**src/rtl/arb_pkg.sv**
```systemverilog
// Shared types and helpers for the packet round-robin arbiter.
// Latency: n/a (declarations only).
// Backpressure: n/a.
package arb_pkg;

    typedef enum logic {
        IDLE   = 1'b0,
        LOCKED = 1'b1
    } state_t;

    // Wrapping increment for non-power-of-two requester counts.
    function automatic int unsigned rr_next(input int unsigned ptr, input int unsigned n);
        return (ptr == n - 1) ? 0 : ptr + 1;
    endfunction

endpackage

```
**src/rtl/arb_rr_pick.sv**
```systemverilog
// Round-robin pick: first valid requester at or after ptr, wrapping to 0.
// Latency: purely combinational.
// Backpressure: none; the caller decides whether the pick is used.
module arb_rr_pick
    import arb_pkg::*;
#(
    parameter  int N  = 4,
    localparam int PW = $clog2(N)
) (
    input  logic [N-1:0]  req,
    input  logic [PW-1:0] ptr,
    output logic [PW-1:0] win,
    output logic [N-1:0]  win_oh,
    output logic          any
);

    logic [N-1:0]   mask;
    logic [2*N-1:0] dbl;

    // Lower half holds requesters at or above ptr; upper half supplies the wrap.
    always_comb begin
        mask = '0;
        for (int i = 0; i < N; i++) begin
            mask[i] = (i >= int'(ptr));
        end
        dbl = {req, req & mask};
        win = '0;
        any = 1'b0;
        for (int j = 2*N-1; j >= 0; j--) begin
            if (dbl[j]) begin
                any = 1'b1;
                win = (j >= N) ? PW'(j - N) : PW'(j);
            end
        end
        win_oh = any ? (N'(1) << win) : '0;
    end

endmodule

```
**src/rtl/arb_rr_pkt.sv**
```systemverilog
// Packet-granular round-robin arbiter: one source owns the output from first offer to last beat.
// Latency: zero-cycle combinational path from req_* to out_*; next arbitration one cycle after a last beat.
// Backpressure: out_rdy is passed to the owner only; an offered beat locks its source so out_* stay stable.
module arb_rr_pkt
    import arb_pkg::*;
#(
    parameter  int N  = 4,
    parameter  int W  = 32,
    localparam int PW = $clog2(N)
) (
    input  logic           clk,
    input  logic           arst_n,
    input  logic [N-1:0]   req_vld,
    input  logic [N*W-1:0] req_data,
    input  logic [N-1:0]   req_last,
    output logic [N-1:0]   req_rdy,
    output logic           out_vld,
    output logic [W-1:0]   out_data,
    output logic           out_last,
    output logic [N-1:0]   out_gnt,
    input  logic           out_rdy,
    output logic           busy
);

    state_t        state;
    logic [PW-1:0] ptr;
    logic [PW-1:0] owner;
    logic [PW-1:0] pick_win;
    logic [N-1:0]  pick_oh;
    logic          pick_any;
    logic [PW-1:0] sel;

    arb_rr_pick #(.N(N)) u_pick (
        .req    (req_vld),
        .ptr    (ptr),
        .win    (pick_win),
        .win_oh (pick_oh),
        .any    (pick_any)
    );

    always_comb begin
        sel      = (state == LOCKED) ? owner : pick_win;
        out_data = req_data[int'(sel)*W +: W];
        out_last = req_last[sel];
        if (state == LOCKED) begin
            out_vld = req_vld[owner];
            out_gnt = req_vld[owner] ? (N'(1) << owner) : '0;
        end else begin
            out_vld = pick_any;
            out_gnt = pick_oh;
        end
        req_rdy = out_rdy ? out_gnt : '0;
        busy    = (state == LOCKED);
    end

    // Any offered beat that is not a completed single-beat packet locks its source.
    always_ff @(posedge clk or negedge arst_n) begin
        if (!arst_n) begin
            state <= IDLE;
            ptr   <= '0;
            owner <= '0;
        end else begin
            case (state)
                IDLE: begin
                    if (pick_any) begin
                        if (out_rdy && out_last) begin
                            ptr <= PW'(rr_next(32'(pick_win), N));
                        end else begin
                            state <= LOCKED;
                            owner <= pick_win;
                        end
                    end
                end
                LOCKED: begin
                    if (req_vld[owner] && out_rdy && req_last[owner]) begin
                        state <= IDLE;
                        ptr   <= PW'(rr_next(32'(owner), N));
                    end
                end
                default: state <= IDLE;
            endcase
        end
    end

    a_gnt_onehot: assert property (@(posedge clk) disable iff (!arst_n) $onehot0(out_gnt));
    a_rdy_onehot: assert property (@(posedge clk) disable iff (!arst_n) $onehot0(req_rdy));
    a_data_hold:  assert property (@(posedge clk) disable iff (!arst_n)
                                   (out_vld && !out_rdy) |=> $stable(out_data));

endmodule

```
**config.mk**
```make
export PLATFORM = sky130hd
export DESIGN_NAME = arb_rr_pkt
export DESIGN_NICKNAME = d
export VERILOG_FILES = /design/src/rtl/arb_pkg.sv /design/src/rtl/arb_rr_pick.sv /design/src/rtl/arb_rr_pkt.sv
export SDC_FILE = /design/constraint.sdc
export NUM_CORES = 1
export LEC_CHECK = 0
export ABC_AREA = 1
export CORE_UTILIZATION = 24
export CTS_CLUSTER_SIZE = 8
export DETAILED_ROUTE_END_ITERATION = 6
export PLACE_DENSITY = 0.79
export SETUP_SLACK_MARGIN = 0.05
export SLEW_MARGIN = 20
export SYNTH_ARGS = -nofsm -noshare
export SYNTH_HDL_FRONTEND = slang
export SYNTH_SLANG_ARGS = --single-unit
export TNS_END_PERCENT = 1
```
**constraint.sdc**
```tcl
create_clock -name clk -period 1.62 [get_ports clk]
set_input_delay 0.243 -clock clk [delete_from_list [all_inputs] [get_ports clk]]
set_output_delay 0.243 -clock clk [all_outputs]
set_load 0.03 [all_outputs]
```
-- Yosys cells after proc, flatten, opt, wreduce, memory -nomap -nowiden
Cells that the tools add are included.
- $add $sub $neg: 2
- $lt $le $gt $ge: 5
- equality and inequality tests: 5
- shift-type cells: 3
- multiplexer cells: 38
- bitwise operators: 3
- reduce and logical (&&, ||, !) cells: 5
- operator list (cell ; count):
    $shiftx A128 B8 Y32 ; 1
    $mux W2 ; 14
    $mux W4 ; 4
    $mux W1 ; 15
    $shl A1 B2 Y4 const A ; 2
    $bmux W1 S2 ; 3
    $lt A2 B3 Y1 const B ; 2
    $reduce_and A3 Y1 ; 2
    $add A2 B1 Y2 const B ; 2
    $and A4 B4 Y4 ; 1
    $eq A2 B2 Y1 const B ; 2
    $ge A1 B2 Y1 const A ; 2
    $ne A2 B2 Y1 const B ; 2
    $pmux W2 S2 ; 1
    $logic_and A1 B1 Y1 ; 3
    $ge A2 B2 Y1 const A ; 1
    $ne A2 B1 Y1 const B ; 1
    $not A1 Y1 ; 2
    $pmux W1 S2 ; 1
- flip-flop bits (word level): 5
- input port bits: 139
- output and inout port bits: 43
- word-level logic and storage cells: 64

-- Logic depth before layout (Yosys ltp)
Gate-level depths: netlist of the first run.
- depth after elaboration: 15
- gate-level depth with buffers: 16
- gate-level depth less buffers: 15

-- Cells and area by module
Synthesis of the first run repeated with hierarchy kept, for this count alone.
- cell total of the unflattened synthesis: 300
- area total of the unflattened synthesis: 1616.6 sq um
- modules (own cells, without submodules) (module ; times used ; cells each ; area each (sq um) ; seq. area each (sq um)):
    arb_rr_pkt ; 1 ; 273 ; 1495.2 ; 125.1
    arb_rr_pick ; 1 ; 27 ; 121.4 ; 0.0

-- Worst setup path after synthesis of the first run
No wires, ideal clock.
- path kind: reg-to-output
- from: reg state, in the netlist busy
- to: out out_data[0]
- arrival time: 1.921 ns
- data required time: 1.377 ns
- setup slack: -0.544 ns
- cell stages (with the launch flop): 8
- buffers on the path: 2
- cell sequence: dfrtp_1 > inv_1 > nand2_2 > nand2_4 > buf_6 > clkbuf_1 > nor2_1 > o22ai_1
- cells in the longest elaborated chain, start to end: 2
- ends and longest elaborated chain (item ; line ; source):
    from (decl) ; arb_rr_pkt.sv:25 ; state_t state;
    from (signal assigned) ; arb_rr_pkt.sv:59 ; state <= IDLE;
    from (signal assigned) ; arb_rr_pkt.sv:69 ; state <= LOCKED;
    from (signal assigned) ; arb_rr_pkt.sv:76 ; state <= IDLE;
    $mux W2 ; arb_rr_pkt.sv:42 ; sel = (state == LOCKED) ? owner : pick_win;
    $shiftx A128 B8 Y32 ; arb_rr_pkt.sv:43 ; out_data = req_data[int'(sel)*W +: W];
    to (decl) ; arb_rr_pkt.sv:18 ; output logic [W-1:0] out_data,
Every way passes these cells.

-- Final worst setup path of the first run
- from: reg ptr[1]
- to: out out_data[2]
- cells in the longest elaborated chain, start to end: 7
- elaborated cells on any way between the ends: 9
- classes of those cells: order compare (3); shift (1); mux (4); bitwise (1)
- ends and longest elaborated chain (item ; line ; source):
    from (decl) ; arb_rr_pkt.sv:26 ; logic [PW-1:0] ptr;
    from (signal assigned) ; arb_rr_pkt.sv:67 ; ptr <= PW'(rr_next(32'(pick_win), N));
    from (signal assigned) ; arb_rr_pkt.sv:77 ; ptr <= PW'(rr_next(32'(owner), N));
    $ge A2 B2 Y1 ; arb_rr_pick.sv:24 ; mask[i] = (i >= int'(ptr));
    $and A4 B4 Y4 (*) ; arb_rr_pick.sv:26 ; dbl = {req, req & mask};
    $mux W2 (2 in series) ; arb_rr_pick.sv:30 ; if (dbl[j]) begin
    $mux W2 (*) ; arb_rr_pick.sv:30 ;
    $mux W2 (*) ; arb_rr_pkt.sv:42 ;
    $shiftx A128 B8 Y32 (*) ; arb_rr_pkt.sv:43 ;
Every way passes the cells marked *; elsewhere a longest branch is shown, timed or not.

==> summary.md, run 1 <==
The first routing iteration left 108 violations. The tools report the max-slew violation total from the final report as 0. The highest fanout seen on the critical path is 7, and the number of warnings reported in the yosys synthesis log is 0. For the number of optimization iterations in the first detailed-route pass, the log shows 4. The analysis attributes to cell leakage a power of 1.99 nW. The final reports fail on setup timing. TritonCTS built the clock tree. The floorplan step defined a core boundary enclosing 0.00599 mm^2.

Excluding fillers, the count of instances in the completed layout stands at 581. For this run, the slowest stage of the critical path takes 0.39 ns. The routing usage on met1 is 0.267, and the wire length reported by the detailed router is 10200 um.

The cell at the slowest stage of the critical path is sky130_fd_sc_hd__dfrtp_1. The effective utilization at floorplan is 0.252. The last weighted congestion value of the routability-driven placer was 0.874; the final-stage net count was 654. In this run, synthesis produced a sequential element count of 5.

The number of cells in the design after placement came out at 554. For the worst-case headroom to the max-slew limit, the log shows 0.769. The run gives 22 as the count of distinct cell types in the synthesized netlist. The transition at the pin with the smallest max-transition slack was 0.345 ns. The initial antenna violation count came out at 0.

The number of top-level design ports was 182; the number of buffers added on ports was 181. The maximum level of the CTS H-tree was 1. After synthesis, the cell types taking the most area are sky130_fd_sc_hd__o21ai_0 19%, sky130_fd_sc_hd__nor2_1 17%, sky130_fd_sc_hd__o22ai_1 14%, sky130_fd_sc_hd__nand2_1 8.9%, sky130_fd_sc_hd__dfrtp_1 8.3%.

The vertical die dimension was 81.4 um; the number of cell rows was 28. The cell taking the most area after synthesis is sky130_fd_sc_hd__o21ai_0. The average detailed-routed wire length per instance was 17.6 um. The area enclosed by the die boundary is 0.00662 mm^2.

From left edge to right edge, the die measures 81.4 um. The detailed-route vias per instance was 5.21; the final-layout worst hold slack was 0.253 ns. The overall routing resource usage was 0.258; the worst clock skew was 0.00207 ns. The combinational share of power was 0.962.

The critical setup path kind is reg -> out. TritonCTS created 3 clock buffers. The run gives 3028 as the total number of vias. The cell that appears most often on the critical path is sky130_fd_sc_hd__nand2_4. The layout cell share with drive strength beyond 1 works out to 0.443.

The clock passes through at most 2 buffers. Based on the critical path, the design can be clocked at up to 0.444 GHz. The global-route track usage on met3 was 0.0472. The root buffer cell chosen for the clock tree is sky130_fd_sc_hd__clkbuf_8.

Cell internal power was estimated by the tool at 0.00618 W. For the worst-skew pair, the clock arrives at the later sink with an insertion delay of 0.22 ns. The share of the yosys chip area belonging to registers is 0.0828. Post-detailed-route count of antenna-violating nets: 0. The critical path goes through nand2_1 > nand2_2 > buf_6 > nand2_4 > nand2_4 > nand2_4 > nand2_4 > nand2_8 > buf_8 > buf_6 > nor2_1 > o22ai_2 > buf_6.

The tools report the startpoint type of the worst setup path as a register. The global-route met2 utilization is 0.523, and the switching power total is 0.00663 W. The routed design could run at a clock period as short as 2.25 ns.

The run gives 6410 um as the detailed placer's ending HPWL. The number of cells on the worst reg-to-reg path is 16. The final count of hold timing violations is 0.

Across the whole layout, storage elements account for 126 um^2. The number of antenna repair diodes came out at 0. The global-route wire length before repair is 13200 um. Path class of the lowest-slack min-delay path: in -> async. Entering global routing, the biggest net connects 21 pins. In this run the power density over the cells is 2670 mW/mm^2. The most common library cell in the layout ignoring fill and taps was sky130_fd_sc_hd__clkdlybuf4s50_1.

The critical path required time was 1.38 ns. The data arrival time of the critical path is 2.01 ns, and the count of endpoints failing setup in the final report is 47. In the routed design, unresolved DRC markers number 0.

The netlist area before placement was 0.00151 mm^2; the setup slack after layout was -0.632 ns. After clock tree synthesis, the clock-pin slew on the worst setup and hold paths is 0.04 ns. The fraction of synthesized cell area taken by the top area cell type is 0.192. The run finished, with violations left. The layer with the highest usage was met2. The average instance in the mapped netlist occupies 5.34 um^2. OpenSTA, run right after detailed placement, puts the worst setup slack at -0.806 ns.

The number of buffers inserted for hold repair after clock tree synthesis is 0, and the portion of the clock cycle consumed by the worst path in the final layout is 1.39. Across the VDD grid, the largest voltage drop is 1.68 mV. For the proportion of power drawn by flip-flops and latches, the log shows 0.020. The tools report the total nets after synthesis as 430. Switching share of total power: 0.518. For the leftover overflow at the end of global routing, the log shows 0. Clock tree synthesis found a total of 5 sinks.

Summing all multi-input logic gate instances after layout gives 0.00184 mm^2. The number of global-route vias before repair came out at 2838. Critical path capture point type: an output port.

From synthesis to final layout, the design area changed by 217%. The layout has 412 filler cells. The top cell types in the final layout, fill and taps aside, are 134 x sky130_fd_sc_hd__clkdlybuf4s50_1, 49 x sky130_fd_sc_hd__nor2_1, 48 x sky130_fd_sc_hd__buf_6. The part of the total power dissipated in the clock network is 0.018. Setup repair after global routing could not meet its margin everywhere. The tool flagged a number of max-cap violations equal to 0.

Synthesis handed over a netlist of 283 instances.
## cell families (layout without fill, tap and decap cells)
family          count (synthesis)  after routing  synth area share
fa+ha+maj                       8              8            0.0662
compound gates                114            114             0.412
buf+inv                        31            254            0.0869
flops                           5              5            0.0828
simple gates                  125            125             0.352
## final timing paths
path                       startpoint     endpoint  slack, ns
max                            ptr[1]  out_data[2]      -0.63
min                            arst_n     owner[1]       0.25
max reg2reg                    ptr[1]       ptr[0]      -0.25
min reg2reg                    ptr[0]       ptr[0]       0.53
max in group asynchronous      arst_n         busy       1.15
min in group clk               ptr[0]       ptr[0]       0.53
## stage by stage
step / cell area [um^2] / TNS, ns / power (W) / utilization
after floorplan: 1850 / -6.78 / 0.00605 / -
after global placement: 3850 / -30.42 / 0.00901 / 0.643
after detailed placement: 3850 / -31.84 / 0.00913 / 0.643
after CTS: 4520 / -24.60 / 0.0118 / 0.755
after global routing: 4790 / -26.11 / 0.0134 / 0.800
final: 4790 / -22.75 / 0.0128 / 0.800
## cell usage after synthesis
| master | n |
|---|---|
| sky130_fd_sc_hd__nor2_1 | 69 |
| sky130_fd_sc_hd__o21ai_0 | 58 |
| sky130_fd_sc_hd__nand2_1 | 36 |
| sky130_fd_sc_hd__o22ai_1 | 33 |
| sky130_fd_sc_hd__o21ai_1 | 14 |
| sky130_fd_sc_hd__clkbuf_1 | 12 |
| sky130_fd_sc_hd__inv_1 | 9 |
| sky130_fd_sc_hd__ha_1 | 8 |
| sky130_fd_sc_hd__nand3_1 | 7 |
| sky130_fd_sc_hd__a21oi_1 | 6 |
| sky130_fd_sc_hd__buf_2 | 6 |
| sky130_fd_sc_hd__dfrtp_1 | 5 |
| sky130_fd_sc_hd__nand2_2 | 5 |
| sky130_fd_sc_hd__nand3_2 | 3 |
| sky130_fd_sc_hd__o21ai_2 | 3 |
| sky130_fd_sc_hd__inv_2 | 2 |
| sky130_fd_sc_hd__nand2_4 | 2 |
| sky130_fd_sc_hd__and2_1 | 1 |
| sky130_fd_sc_hd__buf_6 | 1 |
| sky130_fd_sc_hd__clkinv_1 | 1 |
| sky130_fd_sc_hd__nor4_1 | 1 |
| sky130_fd_sc_hd__or2_1 | 1 |
## power by group through the flow
stage	combinational, W	sequential, W	clock, W
6_report	0.0123	0.000255	0.000228
5_1_grt	0.0129	0.000263	0.000238
4_1_cts	0.0113	0.000249	0.000232
3_5_place_dp	0.00888	0.000248	0
3_3_place_gp	0.00876	0.000247	0
2_1_floorplan	0.00577	0.000282	0
## per-layer routing
metal  up-vias  wire [um]
li1       1443          -
met1      1418       3540
met2       145       5650
met3        22        783
met4         0        235
met5         -          0
## flip-flops by register name (all words and copies together), names as in the netlist
register and count:
busy 1, ptr 2, owner 2
## critical path, delay by kind of cell (launching register included)
kind            cells  cell delay, ns
simple gates        8            0.70
compound gates      1            0.14
buf+inv             4            0.56
flops               1            0.39
## repair_timing
action                     CTS  global route
pin swaps                   17            25
gates cloned                 6             2
gates resized for setup    139            47
buffers inserted            10             5
setup endpoints to repair   48            47
## final cells by class
type | count | area share
clock buffer | 4 | 0.00940
inverter | 12 | 0.0112
multi-input combinational | 247 | 0.384
sequential | 5 | 0.0264
tap | 75 | 0.0196
timing repair buffer | 238 | 0.550
Power figures use the tool's default switching activity.
==> inputs of run 2 (changes only) <==
--- a/config.mk
+++ b/config.mk
@@ -15,4 +15,4 @@
 export SYNTH_ARGS = -nofsm -noshare
 export SYNTH_HDL_FRONTEND = slang
 export SYNTH_SLANG_ARGS = --single-unit
-export TNS_END_PERCENT = 1
+export TNS_END_PERCENT = 20
==> summary.md, run 2 (synthesis gave the netlist of run 1 again) <==
Detailed-route vias per instance: 5.09 (-2.3%). The run finished, with violations left. The endpoint identified for the worst register-to-register timing path is ptr[0].

The switching share of total power is 0.536 (+0.0179), and the max-slew violation total from the final report is 0 (unchanged). The run gives 1.78 nW (-11%) as the leakage power. STA classifies the critical path startpoint as a register. The transition at the pin with the smallest max-transition slack was 0.350 ns (+0.00440 ns). The worst register-to-register path begins at ptr[1].

For the leftover overflow at the end of global routing, the log shows 0 (unchanged). The logs give 182 (unchanged) for the number of top-level design ports and 3 (unchanged) for the TritonCTS buffer count. The pin count of the biggest net entering global routing came out at 31 (+48%). Final-layout worst hold slack: 0.258 ns (+0.00498 ns). Setup repair after global routing could not meet its margin everywhere. The setup slack after layout was -0.577 ns (+0.0552 ns).

For the maximum root-to-sink buffer count, the log shows 2 (unchanged). The number of sinks on the clock net was 5 (unchanged); the overall routing resource usage was 0.232 (-0.0259). Portion of the clock cycle consumed by the worst path in the final layout: 1.36 (-0.0341). Cell at the slowest stage of the critical path: sky130_fd_sc_hd__dfrtp_1. The run gives 0.23 ns (about the same) as the clock latency on the worst-skew pair.

The minimum clock period is 2.20 ns (-0.0552 ns). The worst clock skew was 0.00135 ns (-0.000721 ns); the number of DRC markers in iteration 0 was 45 (-58%). The effective utilization at floorplan was 0.252 (unchanged); the post-detailed-route count of antenna-violating nets was 0 (unchanged). The layout cell share with drive strength beyond 1 was 0.371 (-0.0716); the growth of design area from synthesis to finish was 186%. The maximum level of the CTS H-tree came out at 1 (unchanged). The checks that failed: setup timing. For the placed instance area, the log shows 0.00392 mm^2 (+1.7%). The part of the total power dissipated in the clock network was 0.022 (+0.004).

The critical path required time came out at 1.38 ns (about the same). The area of the core is 0.00599 mm^2 (unchanged), and the detailed placer's ending HPWL is 6230 um (-2.9%). The power density over cell area came out at 2540 mW/mm^2 (-5.1%). The worst hold path belongs to the class in -> async. The worst-case headroom to the max-slew limit was 0.765 (-0.00421); the width of the die was 81.4 um (unchanged). The clock-pin transition on the worst setup and hold timing paths works out to 0.04 ns (about the same). The tools report the final-stage net count as 633 (-3.2%). The top cell types in the final layout, fill and taps aside, are 134 x sky130_fd_sc_hd__clkdlybuf4s50_1, 53 x sky130_fd_sc_hd__nor2_1, 42 x sky130_fd_sc_hd__buf_6. Launching instance or port of the critical path: ptr[1]. For the number of cell rows, the log shows 28 (unchanged).

The critical path in this run is classified as reg -> out. For the initial antenna violation count, the log shows 0 (unchanged). The run gives 12000 um (-9.3%) as the global-route wire length before repair. The logs give 0 (unchanged) for the remaining design rule violation count and 8120 um (-21%) for the wire length reported by the detailed router. The run gives 2770 (-2.4%) as the number of global-route vias before repair. The final count of hold timing violations is 0 (unchanged).

Clock tree synthesis selected as its root buffer the cell sky130_fd_sc_hd__clkbuf_8. The highest fanout seen on the critical path is 18 (+11), and the worst reg-to-reg setup slack is -0.24 ns (about the same). The internal power was 0.00509 W (-18%); the average detailed-routed wire length per instance was 14.5 um (-18%).

The delay contributed by the slowest stage of the critical path is 0.41 ns (+0.02 ns). The max capacitance violation total is 0 (unchanged). The vertical die dimension came out at 81.4 um (unchanged).

The most common library cell in the layout ignoring fill and taps is sky130_fd_sc_hd__clkdlybuf4s50_1. The cell area after layout is 0.00433 mm^2 (-9.7%). The proportion of power drawn by flip-flops and latches was 0.024 (+0.004). TritonCTS built the clock tree.

The number of cell instances on the worst register-to-register path is 13 (-3), and the data arrival time of the critical path is 1.95 ns (-0.06 ns). The endpoint of the most critical setup path is out_data[8]. Area enclosed by the die boundary: 0.00662 mm^2 (unchanged). The logs give 0.455 GHz (+2.5%) for the top achievable clock speed and 0.871 (-0.35%) for the last weighted congestion value of the routability-driven placer. For the total number of vias, the log shows 2851 (-5.8%). The number of buffers added on ports works out to 181 (unchanged). Walking the worst path, the cells encountered are or2_4 > nand2_1 > nand2_2 > nand2_4 > nand2_8 > bufbuf_16 > o21ai_2 > o22ai_2 > buf_4. The number of optimization iterations in the first detailed-route pass came out at 4 (unchanged). The maximum vdd drop came out at 1.57 mV (-6.1%). The worst setup path is captured at an output port. The count of endpoints failing setup in the final report is 47 (unchanged), and the switching power total is 0.00588 W (-11%).

The tools report the number of buffers inserted for hold repair after clock tree synthesis as 0 (unchanged). The combinational share of power came out at 0.954 (-0.008). The tools report the number of antenna repair diodes as 0 (unchanged).
==> run 2: cell count changes in the layout (fill, tap and decap cells not counted), sizes merged <==
cell | previous run | this run
buf | 97 | 76
bufbuf | 0 | 1
dlygate4sd2 | 3 | 4
clkinv | 1 | 0
dlymetal6s2s | 1 | 0
inv | 11 | 12
clkbuf | 6 | 5
==> run 2: layout make-up <==
type | count | area [um^2]
Inverter | 12 | 55.1
Multi-Input combinational cell | 247 | 1730
Sequential cell | 5 | 126
Timing Repair Buffer | 217 | 2270
Clock buffer | 4 | 45.0
Tap cell | 75 | 93.8
Fill cell | 468 | 1660
==> run 2: timing repair <==
| action | 4_1_cts | 5_1_grt |
|---|---|---|
| endpoints found under the setup margin | 48 | 48 |
| gates resized for setup | 92 | 26 |
| endpoints found under the hold margin | 0 | 0 |
| pin swaps | 15 | 11 |
| cloned | 2 | 0 |
| setup buffers | 3 | 1 |
==> run 2: power by group through the flow <==
| stage | sequential, W | combinational (W) | clock [W] |
|---|---|---|---|
| after global routing | 0.000268 | 0.0112 | 0.000263 |
| final | 0.000260 | 0.0105 | 0.000240 |
| after CTS | 0.000249 | 0.0104 | 0.000246 |
| after global placement | 0.000241 | 0.00900 | 0 |
| after floorplan | 0.000282 | 0.00595 | 0 |
| after detailed placement | 0.000244 | 0.00913 | 0 |
==> run 2: critical path: cells and delay by family (launching register included) <==
family | cells | cell delay, ns
flip-flops | 1 | 0.41
buffers and inverters | 2 | 0.48
AO/OA/AOI/OAI | 2 | 0.21
AND/OR/NAND/NOR | 5 | 0.62
==> run 2: through the flow <==
step | utilization | setup WS (ns) | total power [W] | setup TNS [ns] | cells
floorplan | - | -0.192 | 0.00624 | -6.12 | 283
global placement | 0.654 | -0.754 | 0.00924 | -31.04 | 553
detailed placement | 0.654 | -0.831 | 0.00937 | -33.25 | 553
CTS | 0.714 | -0.564 | 0.0109 | -21.20 | 560
global route | 0.722 | -0.667 | 0.0117 | -25.86 | 560
finish | 0.722 | -0.577 | 0.0110 | -21.69 | 560
==> run 2: worst min path at each step <==
stage,slack (ns),cells after the start,start,endpoint
after floorplan,-0.05,0,arst_n,busy
after global placement,0.49,1,arst_n,ptr[1]
after detailed placement,0.50,1,arst_n,ptr[1]
after CTS,0.26,1,arst_n,ptr[1]
after global routing,0.27,1,arst_n,ptr[1]
final,0.26,1,arst_n,ptr[1]
==> run 2: layer usage <==
| layer | GRT usage | share of wire | vias up |
|---|---|---|---|
| met1 | 0.248 | 0.35 | 1310 |
| li1 | - | - | 1392 |
| met2 | 0.446 | 0.54 | 142 |
| met5 | 0 | 0 | - |
| met3 | 0.0663 | 0.10 | 7 |
| met4 | 0.0446 | 0.0071 | 0 |
==> inputs of run 3 (changes only) <==
--- a/config.mk
+++ b/config.mk
@@ -6,9 +6,11 @@
 export NUM_CORES = 1
 export LEC_CHECK = 0
 export ABC_AREA = 1
+export CORE_MARGIN = 1.5
 export CORE_UTILIZATION = 24
-export CTS_CLUSTER_SIZE = 8
+export CTS_CLUSTER_SIZE = 40
 export DETAILED_ROUTE_END_ITERATION = 6
+export HOLD_SLACK_MARGIN = 0.08
 export PLACE_DENSITY = 0.79
 export SETUP_SLACK_MARGIN = 0.05
 export SLEW_MARGIN = 20
==> summary.md, run 3 (synthesis gave the netlist of run 1 again) <==
The logs give 10300 um (+27%) for the wire length reported by the detailed router and -0.42 ns (-0.18 ns) for the worst reg-to-reg setup slack. The run gives 0 (unchanged) as the max-slew violation total from the final report. The highest fanout seen on the critical path came out at 11 (-7). The run gives 0 (unchanged) as the final count of hold timing violations. The average detailed-routed wire length per instance is 17.9 um (+24%), and the last weighted congestion value of the routability-driven placer is 0.876 (+0.53%).

Critical path capture point type: an output port. The final-stage net count was 649 (+2.5%). The number of cell instances on the worst register-to-register path is 14 (+1), and the number of buffers added on ports is 181 (unchanged). The top cell types in the final layout, fill and taps aside, are 134 x sky130_fd_sc_hd__clkdlybuf4s50_1, 59 x sky130_fd_sc_hd__nor2_1, 54 x sky130_fd_sc_hd__buf_6. The number of antenna repair diodes was 0 (unchanged); the post-detailed-route count of antenna-violating nets was 0 (unchanged).

The clock latency on the worst-skew pair was 0.23 ns (about the same); the portion of the clock cycle consumed by the worst path in the final layout was 1.39 (+0.0385). For the maximum root-to-sink buffer count, the log shows 2 (unchanged). The part of the total power dissipated in the clock network is 0.019 (-0.003).

Leftover overflow at the end of global routing: 0 (unchanged). For the initial antenna violation count, the log shows 0 (unchanged). For the number of DRC markers in iteration 0, the log shows 78 (+73%).

Switching share of total power: 0.529 (-0.00676). The startpoint identified for the worst register-to-register timing path is ptr[1]. The fill cell instance count of the final layout is 386 (-18%), and the effective utilization at floorplan is 0.252 (unchanged).

The run gives 0 (unchanged) as the max capacitance violation total. The pin count of the biggest net entering global routing is 33 (+6.5%), and the transition at the pin with the smallest max-transition slack is 0.588 ns (+0.238 ns). The combinational share of power came out at 0.960 (+0.006). The leakage power is 1.95 nW (+9.5%). The most common library cell in the layout ignoring fill and taps was sky130_fd_sc_hd__clkdlybuf4s50_1. STA classifies the critical path startpoint as a register. The width of the die was 82.4 um (+1.2%).

The logs give 0.480 (+0.0347) for the global-route met2 utilization and 6510 um (+4.5%) for the detailed placer's ending HPWL. The checks that failed: setup timing. The run gives 3031 (+6.3%) as the total number of vias.

The run finished, with violations left. The setup path with the least slack is of type reg -> out. The layer with the highest usage is met2.

The tools report the reg-to-reg critical path endpoint as ptr[0]. The top achievable clock speed is 0.443 GHz (-2.8%). The tools report the number of sinks on the clock net as 5 (unchanged). The count of endpoints failing setup in the final report is 47 (unchanged). The data arrival time of the critical path is 2.02 ns (+0.07 ns). The logs give 0.238 (+0.00543) for the overall routing resource usage and 0.00596 W (+17%) for the internal power. The run gives 0.00599 mm^2 (unchanged) as the area of the core. For the setup slack after layout, the log shows -0.639 ns (-0.0623 ns).

The switching power total is 0.00669 W (+14%), and the worst-case headroom to the max-slew limit is 0.607 (-0.158). The path class of the lowest-slack min-delay path is in -> async. The global-route wire length before repair was 12600 um (+5.5%); the power density over cell area was 2670 mW/mm^2 (+5.1%). The proportion of power drawn by flip-flops and latches was 0.021 (-0.003). The final core utilization came out at 0.792 (+0.0700).

The number of optimization iterations in the first detailed-route pass came out at 5 (+1). The remaining design rule violation count is 0 (unchanged), and the number of top-level design ports is 182 (unchanged). The maximum level of the CTS H-tree came out at 1 (unchanged). The routing usage on met1 was 0.246 (-0.00194); the growth of design area from synthesis to finish was 214%. Number of cell rows: 28 (unchanged). Setup repair after global routing could not meet its margin everywhere. The worst clock skew was 0.00938 ns (+0.00804 ns). The detailed-route vias per instance works out to 5.26 (+3.4%).

The minimum clock period is 2.26 ns (+0.0623 ns), and the vertical die dimension is 82.4 um (+1.2%). In this run the clock root is driven by a sky130_fd_sc_hd__clkbuf_8. The global-route track usage on met3 came out at 0.0538 (-0.0124). The TritonCTS buffer count came out at 3 (unchanged).

For the final-layout worst hold slack, the log shows 0.259 ns (+0.000946 ns). The run gives 1.78 mV (+13%) as the maximum vdd drop. TritonCTS built the clock tree. The layout cell share with drive strength beyond 1 was 0.445 (+0.0740); the number of global-route vias before repair was 2832 (+2.2%). The area enclosed by the die boundary is 0.00678 mm^2 (+2.5%), and the critical path required time is 1.38 ns (about the same). The clock-pin transition on the worst setup and hold timing paths came out at 0.04 ns (about the same).
run 3: power by group through the flow:
stage	sequential [W]	clock (W)	combinational, W
detailed placement	0.000256	0	0.00908
global route	0.000277	0.000243	0.0128
floorplan	0.000282	0	0.00595
finish	0.000270	0.000241	0.0121
CTS	0.000260	0.000230	0.0106
global placement	0.000253	0	0.00893
run 3: per-stage QoR:
step	area [um^2]	setup WS (ns)	total power [W]	setup TNS, ns	cells
after floorplan	1910	-0.192	0.00624	-6.12	283
after detailed placement	3890	-0.822	0.00933	-32.27	553
final	4750	-0.639	0.0126	-25.41	576
after global placement	3890	-0.771	0.00918	-30.31	553
after CTS	4310	-0.585	0.0111	-21.18	565
after global routing	4750	-0.696	0.0133	-28.76	576
run 3: worst max path at each step:
stage,start,end,slack (ns),cells past startpoint
3_5_place_dp,req_vld[1],out_gnt[2],-0.82,9
3_3_place_gp,req_vld[1],out_gnt[2],-0.77,9
4_1_cts,ptr[1],out_data[15],-0.58,12
5_1_grt,ptr[1],out_data[13],-0.70,10
2_1_floorplan,ptr[1],out_data[14],-0.19,11
6_report,ptr[1],out_data[13],-0.64,10
run 3: layout make-up:
type	count	area (um^2)	share of cell area
inverter	12	58.8	0.0124
timing repair buffer	233	2540	0.535
multi-input combinational	247	1880	0.396
sequential	5	126	0.0266
tap	75	93.8	0.0198
clock buffer	4	45.0	0.00949
run 3: metal layers:
| layer | vias to the layer above | routed length [um] |
|---|---|---|
| li1 | 1431 | - |
| met4 | 0 | 309 |
| met5 | - | 0 |
| met1 | 1406 | 3620 |
| met2 | 159 | 5580 |
| met3 | 35 | 806 |
run 3: timing repair:
item	in CTS	in global routing
gates cloned	3	7
pin swaps	19	19
hold buffers	0	0
resized for setup	108	75
buffers inserted	5	5
setup endpoints to repair	48	47
run 3: critical path, cell delays in order, from the launching register on:
cell and delay (ns):
sky130_fd_sc_hd__dfrtp_1 0.41, sky130_fd_sc_hd__nor2_2 0.17, sky130_fd_sc_hd__nand2_2 0.11, sky130_fd_sc_hd__nand2_4 0.11
sky130_fd_sc_hd__nand2_4 0.08, sky130_fd_sc_hd__nand2_8 0.13, sky130_fd_sc_hd__clkinv_8 0.09, sky130_fd_sc_hd__buf_6 0.15
sky130_fd_sc_hd__o21ai_0 0.24, sky130_fd_sc_hd__o22ai_2 0.12, sky130_fd_sc_hd__buf_6 0.15
